$ cat config.mk
export PLATFORM = sky130hd
export DESIGN_NAME = pulse_shaper
export DESIGN_NICKNAME = d
export VERILOG_FILES = /design/src/rtl/pulse_shaper.sv
export SDC_FILE = /design/constraint.sdc
export NUM_CORES = 2
export LEC_CHECK = 0
export CAP_MARGIN = 0
export CORE_AREA = 4 4 301 303
export CTS_BUF_LIST = sky130_fd_sc_hd__clkbuf_8
export DETAILED_ROUTE_END_ITERATION = 16
export DIE_AREA = 0 0 305 307
export PLACE_DENSITY_LB_ADDON = 0.15
export SYNTH_ARGS = -nofsm -noshare
export SYNTH_HDL_FRONTEND = slang
export SYNTH_SLANG_ARGS = --single-unit
$ cat constraint.sdc
create_clock -name clock -period 5.6 [get_ports clock]
set_clock_uncertainty 0.1 [all_clocks]
set_input_delay 1.12 -clock clock [delete_from_list [all_inputs] [get_ports clock]]
set_output_delay 1.12 -clock clock [all_outputs]
set_load 0.005 [all_outputs]
$ cat src/rtl/pulse_shaper.sv
// Per-channel trigger pulse generator: rising-edge detect, then delay / width / holdoff timing.
// Optional saturating missed-trigger counters are built when PULSE_SHAPER_STATS_EN is defined.
module pulse_shaper #(
    parameter int unsigned N  = 8,
    parameter int unsigned DW = 16,
    parameter int unsigned WW = 16,
    parameter int unsigned CW = 16
) (
    input  logic            clock,
    input  logic            reset,
    input  logic [N-1:0]    in,
    input  logic [N-1:0]    enable,
    input  logic [N*DW-1:0] delay_cfg,
    input  logic [N*WW-1:0] width_cfg,
    input  logic [DW-1:0]   holdoff_cfg,
    output logic [N-1:0]    out,
    output logic [N-1:0]    busy
`ifdef PULSE_SHAPER_STATS_EN
    ,
    output logic [N*CW-1:0] missed_cnt
`endif
);

    localparam int unsigned CTRW = (DW > WW) ? DW : WW;

    typedef enum logic [1:0] {StIdle, StDelay, StActive, StHold} state_e;

    logic [N-1:0] prev_q;
    logic [N-1:0] rise_q;

    // prev resets high so a level already asserted at reset release is not a trigger
    always_ff @(posedge clock) begin
        if (reset) begin
            prev_q <= '1;
            rise_q <= '0;
        end else begin
            prev_q <= in;
            rise_q <= in & ~prev_q;
        end
    end

    for (genvar i = 0; i < N; i++) begin : g_ch
        state_e          state_q, state_d;
        logic [CTRW-1:0] cnt_q, cnt_d;
        logic [WW-1:0]   wm1_q, wm1_d;
        logic [DW-1:0]   hold_q, hold_d;
        logic [DW-1:0]   dly;
        logic [WW-1:0]   wcfg;
        logic            out_q, busy_q;

        assign dly  = delay_cfg[i*DW +: DW];
        assign wcfg = width_cfg[i*WW +: WW];

        always_comb begin
            state_d = state_q;
            cnt_d   = cnt_q;
            wm1_d   = wm1_q;
            hold_d  = hold_q;
            if (!enable[i]) begin
                state_d = StIdle;
            end else begin
                unique case (state_q)
                    StIdle: begin
                        if (rise_q[i]) begin
                            // wm1 holds W'-1 where W' = max(width, 1)
                            wm1_d  = (wcfg == '0) ? '0 : wcfg - WW'(1);
                            hold_d = holdoff_cfg;
                            if (dly == '0) begin
                                state_d = StActive;
                                cnt_d   = CTRW'(wm1_d);
                            end else begin
                                state_d = StDelay;
                                cnt_d   = CTRW'(dly - DW'(1));
                            end
                        end
                    end
                    StDelay: begin
                        if (cnt_q == '0) begin
                            state_d = StActive;
                            cnt_d   = CTRW'(wm1_q);
                        end else begin
                            cnt_d = cnt_q - CTRW'(1);
                        end
                    end
                    StActive: begin
                        if (cnt_q == '0) begin
                            if (hold_q == '0) begin
                                state_d = StIdle;
                            end else begin
                                state_d = StHold;
                                cnt_d   = CTRW'(hold_q - DW'(1));
                            end
                        end else begin
                            cnt_d = cnt_q - CTRW'(1);
                        end
                    end
                    StHold: begin
                        if (cnt_q == '0) begin
                            state_d = StIdle;
                        end else begin
                            cnt_d = cnt_q - CTRW'(1);
                        end
                    end
                    default: state_d = StIdle;
                endcase
            end
        end

        always_ff @(posedge clock) begin
            if (reset) begin
                state_q <= StIdle;
                cnt_q   <= '0;
                wm1_q   <= '0;
                hold_q  <= '0;
                out_q   <= 1'b0;
                busy_q  <= 1'b0;
            end else begin
                state_q <= state_d;
                cnt_q   <= cnt_d;
                wm1_q   <= wm1_d;
                hold_q  <= hold_d;
                out_q   <= (state_d == StActive);
                busy_q  <= (state_d != StIdle);
            end
        end

        assign out[i]  = out_q;
        assign busy[i] = busy_q;

`ifdef PULSE_SHAPER_STATS_EN
        logic          missed;
        logic [CW-1:0] miss_q;

        // an edge coinciding with enable low is dropped, not counted
        assign missed = rise_q[i] & enable[i] & (state_q != StIdle);

        always_ff @(posedge clock) begin
            if (reset) begin
                miss_q <= '0;
            end else if (missed && (miss_q != {CW{1'b1}})) begin
                miss_q <= miss_q + CW'(1);
            end
        end

        assign missed_cnt[i*CW +: CW] = miss_q;
`endif
    end

endmodule

# Yosys cells after proc, flatten, opt, wreduce, memory -nomap -nowiden
# Cells that the tools add are included.
# W data, S select, Z words.
# op_classes
eq_ne,56
muxes,128
addsub,32
bitwise,2
reduce_logical,64
# ops
op,count
$mux W16,56
$logic_not A16 Y1,32
$pmux W16 S4,8
$sub A16 B1 Y16 const B,32
$mux W2,56
$pmux W2 S4,8
$eq A2 B2 Y1 const B,24
$ne A2 B2 Y1 const B,16
$reduce_and A4 Y1,8
$ne A3 B3 Y1 const B,8
$reduce_and A3 Y1,8
$eq A2 B1 Y1 const B,8
$logic_not A2 Y1,8
$reduce_bool A2 Y1,8
$and A8 B8 Y8,1
$not A8 Y8,1
# totals
in_bits,290
out_inout_bits,16
word_cells,332
register_bits,432

# Logic depth before layout (Yosys ltp)
# depth
word_depth,6
ltp_mapped,13
mapped_depth_nobuf,11

# Worst setup path after synthesis
# Ideal clock, no wire load.
# synth_timing
path_type,input to register
start,in width_cfg[64]
end,reg g_ch[4].cnt_q[10]
setup_ns,0.118
path_buffers,1
required_time_ns,5.382
setup_slack_ns,2.161
path_stages,10
arrival_time_ns,3.221
path_cell_list,inv_1 > ha_1 > or4b_2 > or2_2 > clkbuf_1 > or3_1 > mux2i_1 > a211oi_1 > nor3_1 > nor2_1
# synth_between
elab_chain_cells,5
word_cells_on_any_way,6
classes_between,1 x add/sub; 4 x mux; 1 x reduce/logical
# synth_lines
element,line,text
from (decl),14,"input logic [N*WW-1:0] width_cfg,"
$sub A16 B1 Y16 or $logic_not A16 Y1 (tied branches),66,wm1_d = (wcfg == '0) ? '0 : wcfg - WW'(1);
$mux W16 *,66,
$mux W16 *,68,if (dly == '0) begin
$mux W16 *,64,if (rise_q[i]) begin
$pmux W16 S4 *,62,unique case (state_q)
to (signal assigned),119,cnt_q <= cnt_d;
to (decl),44,"logic [CTRW-1:0] cnt_q, cnt_d;"
# Mark *: on every way between the ends. The rest lies on a longest branch, timed or not. The select of a mux whose other input is x is not followed.
# A chain may end at the register's enable or synchronous reset.

# Worst setup path in the final report
# layout_timing
start,reg g_ch[6].state_q[1]
end,reg g_ch[6].cnt_q[2]
# layout_between
elab_chain_cells,3
word_cells_on_any_way,9
classes_between,6 x eq/ne; 1 x mux; 2 x reduce/logical
# layout_lines
element,line,text
from (decl),43,"state_e state_q, state_d;"
from (signal assigned),111,state_q <= StIdle;
from (signal assigned),118,state_q <= state_d;
$eq A2 B2 Y1 or $logic_not A2 Y1 (tied branches),62,
$ne A3 B3 Y1 (no line) or $ne A2 B2 Y1 (tied branches),--,
$reduce_and A4 Y1 (no line),--,
to (signal assigned),119,
to (decl),44,
# Parallel ways exist; a longest one is shown, timed or not.

==> summary.md <==
| Metric | Value |
|---|---|
| Outcome | completed |
| Synthesized-area fraction occupied by adder cells | 1.977% |
| Post-Synth Simple-Gate Area | 30.11% |
| CP Capture Type | flip-flop |
| RSZ-0062 raised after global routing | no |
| Synthesized flop and latch total | 432 |
| Slowest stage delay, CP | 0.75 ns |
| Row cnt | 109 |
| Worst Hold End | rise_q[2] |
| Half-perimeter wire length after placement | 77940 um |
| Final hold violation count | 0 |
| Final Power | 0.008361 W |
| EDFF count, synth | 0 |
| Psw | 0.002646 W |
| Worst R2R End | g_ch[6].cnt_q[2] |
| Drt first pass iters | 8 |
| Crit share post-route | 67.45% |
| Antenna violations before repair | 3 |
| Worst r2r src | g_ch[6].state_q[1] |
| GPL Wtd Cong | 0.9027 |
| Seq/Total Area, Yosys | 29.20% |
| Clock Tree Buf Depth | 3 |
| H-Tree Depth | 3 |
| # hold bufs at CTS | 0 |
| Post-CTS Setup Bufs | 0 |
| CP required | 6.10 ns |
| Vias in the first global route | 29070 |
| Syn-to-layout area delta | 18.53% |
| Primary FF master, synth | dfxtp_1 |
| Setup-failing EPs final | 0 |
| Layout fillers | 9272 |
| Antenna viol nets, final | 0 |
| Crit-path cells | clkinv_1, nand2_1, o21ai_0, a31oi_1, nand2_1, a211oi_1, a31o_2 |
| Clock sink count | 432 |
| Post-layout min period | 3.777 ns |
| CTS tree | yes |
| Post-synth cell types | 89 |
| Post-CTS sizing | 0 |
| Max Fclk | 264.7 MHz |
| Total length of routed wires | 108000 um |
| Chip height | 307 um |
| Clock Power Share | 39.6% |
| GRT overflow | 0 |
| Cells after synthesis | 4138 |
| Vias | 31220 |
| Drc violations | 0 |
| Final Max Slew Viols | 0 |
| Syn avg cell area | 7.157 um2 |
| Vias per inst | 5.637 |
| Worst VDD drop | 154.8 uV |
| Die Span X | 305 um |
| Core Region | 87970 um2 |
| Hold path startpoint | prev_q[2] |
| First-pass GRT wire length | 167200 um |
| Initial Util | 33.67% |
| Cell Area, Synth | 29610 um2 |
| I/O pin count | 306 |
| Power Internal | 0.005715 W |
| Max Cap Viol | 0 |
| Fin nets | 4648 |
| Total CTS buffers | 81 |
| Clock transition at path regs | 0.06 ns |
| Pre-CTS setup slack | 1.310 ns |
| P_leak | 12.54 nW |
| Global Route Usage Sum | 21.91% |
| Worst Max-Slew Pin Slew | 1.188 ns |
| Setup TNS | 0 ns |
| Worst-path cell with the longest stage delay | dfxtp_1 |
| Power Density | 238.2 nW/um2 |
| Synth Area in XOR/XNOR | 9.700% |
| Root Buffer | clkbuf_8 |
| Sequential power share | 38.4% |
| Post-route insts no fill | 5539 |
| Fraction of layout cells with a size suffix above 1 | 5.625% |
| Iter 0 DRT Violations | 2345 |
| Latest clock arrival within the worst-skew pair | 0.65 ns |
| Routed wire per std cell | 19.50 um |
| R2r setup slk | 1.82 ns |
| WP data arrival | 4.28 ns |
| WS Path Type | reg2reg |
| Largest family of logic cells by synthesized area | simple AND/OR/NAND/NOR gates |
| Min-delay worst type | reg2reg |
| Synth warn | 0 |
| Post-synthesis mux area share | 0.7182% |
| Cells after DPL | 5394 |
| Async SR Flop Fraction | 0% |
| Crit path launch type | flip-flop |
| Headroom to the max-slew limit | 20.34% |
| Worst Slack Setup Final | 1.823 ns |
| Synth Area in Compound Gates | 23.09% |
| Sw frac | 31.65% |
| Pin count of the biggest net entering global routing | 146 |
| Die area | 93640 um2 |
| Worst-case reg-to-reg path depth | 7 |
| Hold Path Stages | 1 |
| Core Util, Final | 39.91% |
| Crit path top cell by count | nand2_1 |
| Port Buf Inserts | 305 |
| Synth Net Count | 4474 |
| Logic pwr share | 22.1% |
| Critical path fanouts, max | 17 |
-- final cells by class --
cell class	count	area (um2)	area share [%]
Clock inverter	31	183.9	0.5240
Multi-Input combinational cell	3343	19440	55.37
Timing Repair Buffer	351	3428	9.766
Sequential cell	432	8648	24.64
Tap cell	1165	1458	4.152
Clock buffer	113	1555	4.430
Antenna cell	1	2.502	0.007129
Inverter	103	389.1	1.108
-- sequential cells by signal (all words and copies together), names as in the netlist --
signal and cells:
g_ch.cnt_q 128, g_ch.wm1_q 128, prev_q 8, g_ch.hold_q 128, g_ch.state_q 16, rise_q 8, g_ch.busy_q 8, g_ch.out_q 8
-- synth_stat cells, types with 35 or more instances --
cell | number | area [um2]
nand3_1 | 110 | 550.5
o22ai_1 | 44 | 275.3
a211oi_1 | 95 | 713.2
clkbuf_1 | 196 | 735.7
or4_1 | 60 | 450.4
a22oi_1 | 38 | 285.3
or3_1 | 53 | 331.6
a21oi_1 | 408 | 2042
nor2_1 | 429 | 1610
inv_1 | 97 | 364.1
nor3_1 | 208 | 1041
nor4_1 | 102 | 638.1
xnor2_1 | 189 | 1655
xor2_1 | 139 | 1217
ha_1 | 46 | 575.6
a31oi_1 | 49 | 306.5
nand2_1 | 621 | 2331
o31ai_1 | 41 | 307.8
dfxtp_1 | 432 | 8648
nor3b_1 | 35 | 262.8
o21ai_0 | 214 | 1071
-- cell usage in the layout, fill, tap and decap left out, types with 41 or more instances in the layout --
cell type | Yosys | final
nand2_1 | 621 | 621
dfxtp_1 | 432 | 432
nor2_1 | 429 | 428
a21oi_1 | 408 | 408
clkdlybuf4s50_1 | 0 | 304
o21ai_0 | 214 | 214
nor3_1 | 208 | 207
xnor2_1 | 189 | 189
xor2_1 | 139 | 139
inv_1 | 97 | 116
clkbuf_8 | 0 | 113
nand3_1 | 110 | 110
nor4_1 | 102 | 102
a211oi_1 | 95 | 95
or4_1 | 60 | 60
or3_1 | 53 | 53
a31oi_1 | 49 | 49
ha_1 | 46 | 46
o22ai_1 | 44 | 44
buf_4 | 33 | 44
o31ai_1 | 41 | 41
-- through the flow --
step           hold slack [ns]  area (um2)
2_1_floorplan           0.2729       29610
5_1_grt                 0.2958       35100
3_3_place_gp            0.2751       33360
6_report                0.2870       35100
3_5_place_dp            0.2772       33360
4_1_cts                 0.2872       35100
-- kinds of logic (layout without fill, tap and decap cells) --
logic type                 after synthesis  in the layout
AOI/OAI and AO/OA                     1100           1100
xor gates and xnor gates               328            328
adders and majority gates               47             47
other                                    0              1
buffers and inverters                  363            598
muxes                                   21             21
and+or+nand+nor                       1847           1847
DFF                                    432            432
-- power by group through the flow --
stage	registers [W]	logic (W)	clock network, W
after detailed placement	0.00327	0.00182	0
final	0.00321	0.00184	0.00331
after global routing	0.00322	0.00201	0.00353
after global placement	0.00327	0.00183	0
after CTS	0.00321	0.00183	0.00341
after floorplan	0.00325	0.00114	0
-- routing by layer --
layer / share of wire (%) / wire length [um] / vias to the layer above / GRT usage [%]
li1: - / - / 15330 / -
met1: 47 / 51040 / 14710 / 31.03
met2: 44 / 47530 / 1016 / 34.35
met3: 6.2 / 6738 / 169 / 3.691
met4: 2.5 / 2682 / 2 / 6.188
met5: 0.012 / 13 / - / 0
-- worst max path at each step --
stage,from,endpoint,cells past startpoint
floorplan,width_cfg[64],g_ch[4].cnt_q[10],10
global placement,delay_cfg[6],g_ch[0].cnt_q[3],8
detailed placement,width_cfg[18],g_ch[1].cnt_q[12],8
CTS,g_ch[6].state_q[1],g_ch[6].cnt_q[2],7
global route,g_ch[3].state_q[0],g_ch[3].hold_q[2],9
finish,g_ch[6].state_q[1],g_ch[6].cnt_q[2],7
-- critical path, delay by kind of cell, from the launching register on --
family	cells	cell delay [ns]
AND/OR/NAND/NOR	2	1.04
AO/OA/AOI/OAI	4	1.30
flip-flops	1	0.75
buffers and inverters	1	0.53
No activity file was read; power rests on OpenSTA's default activity.
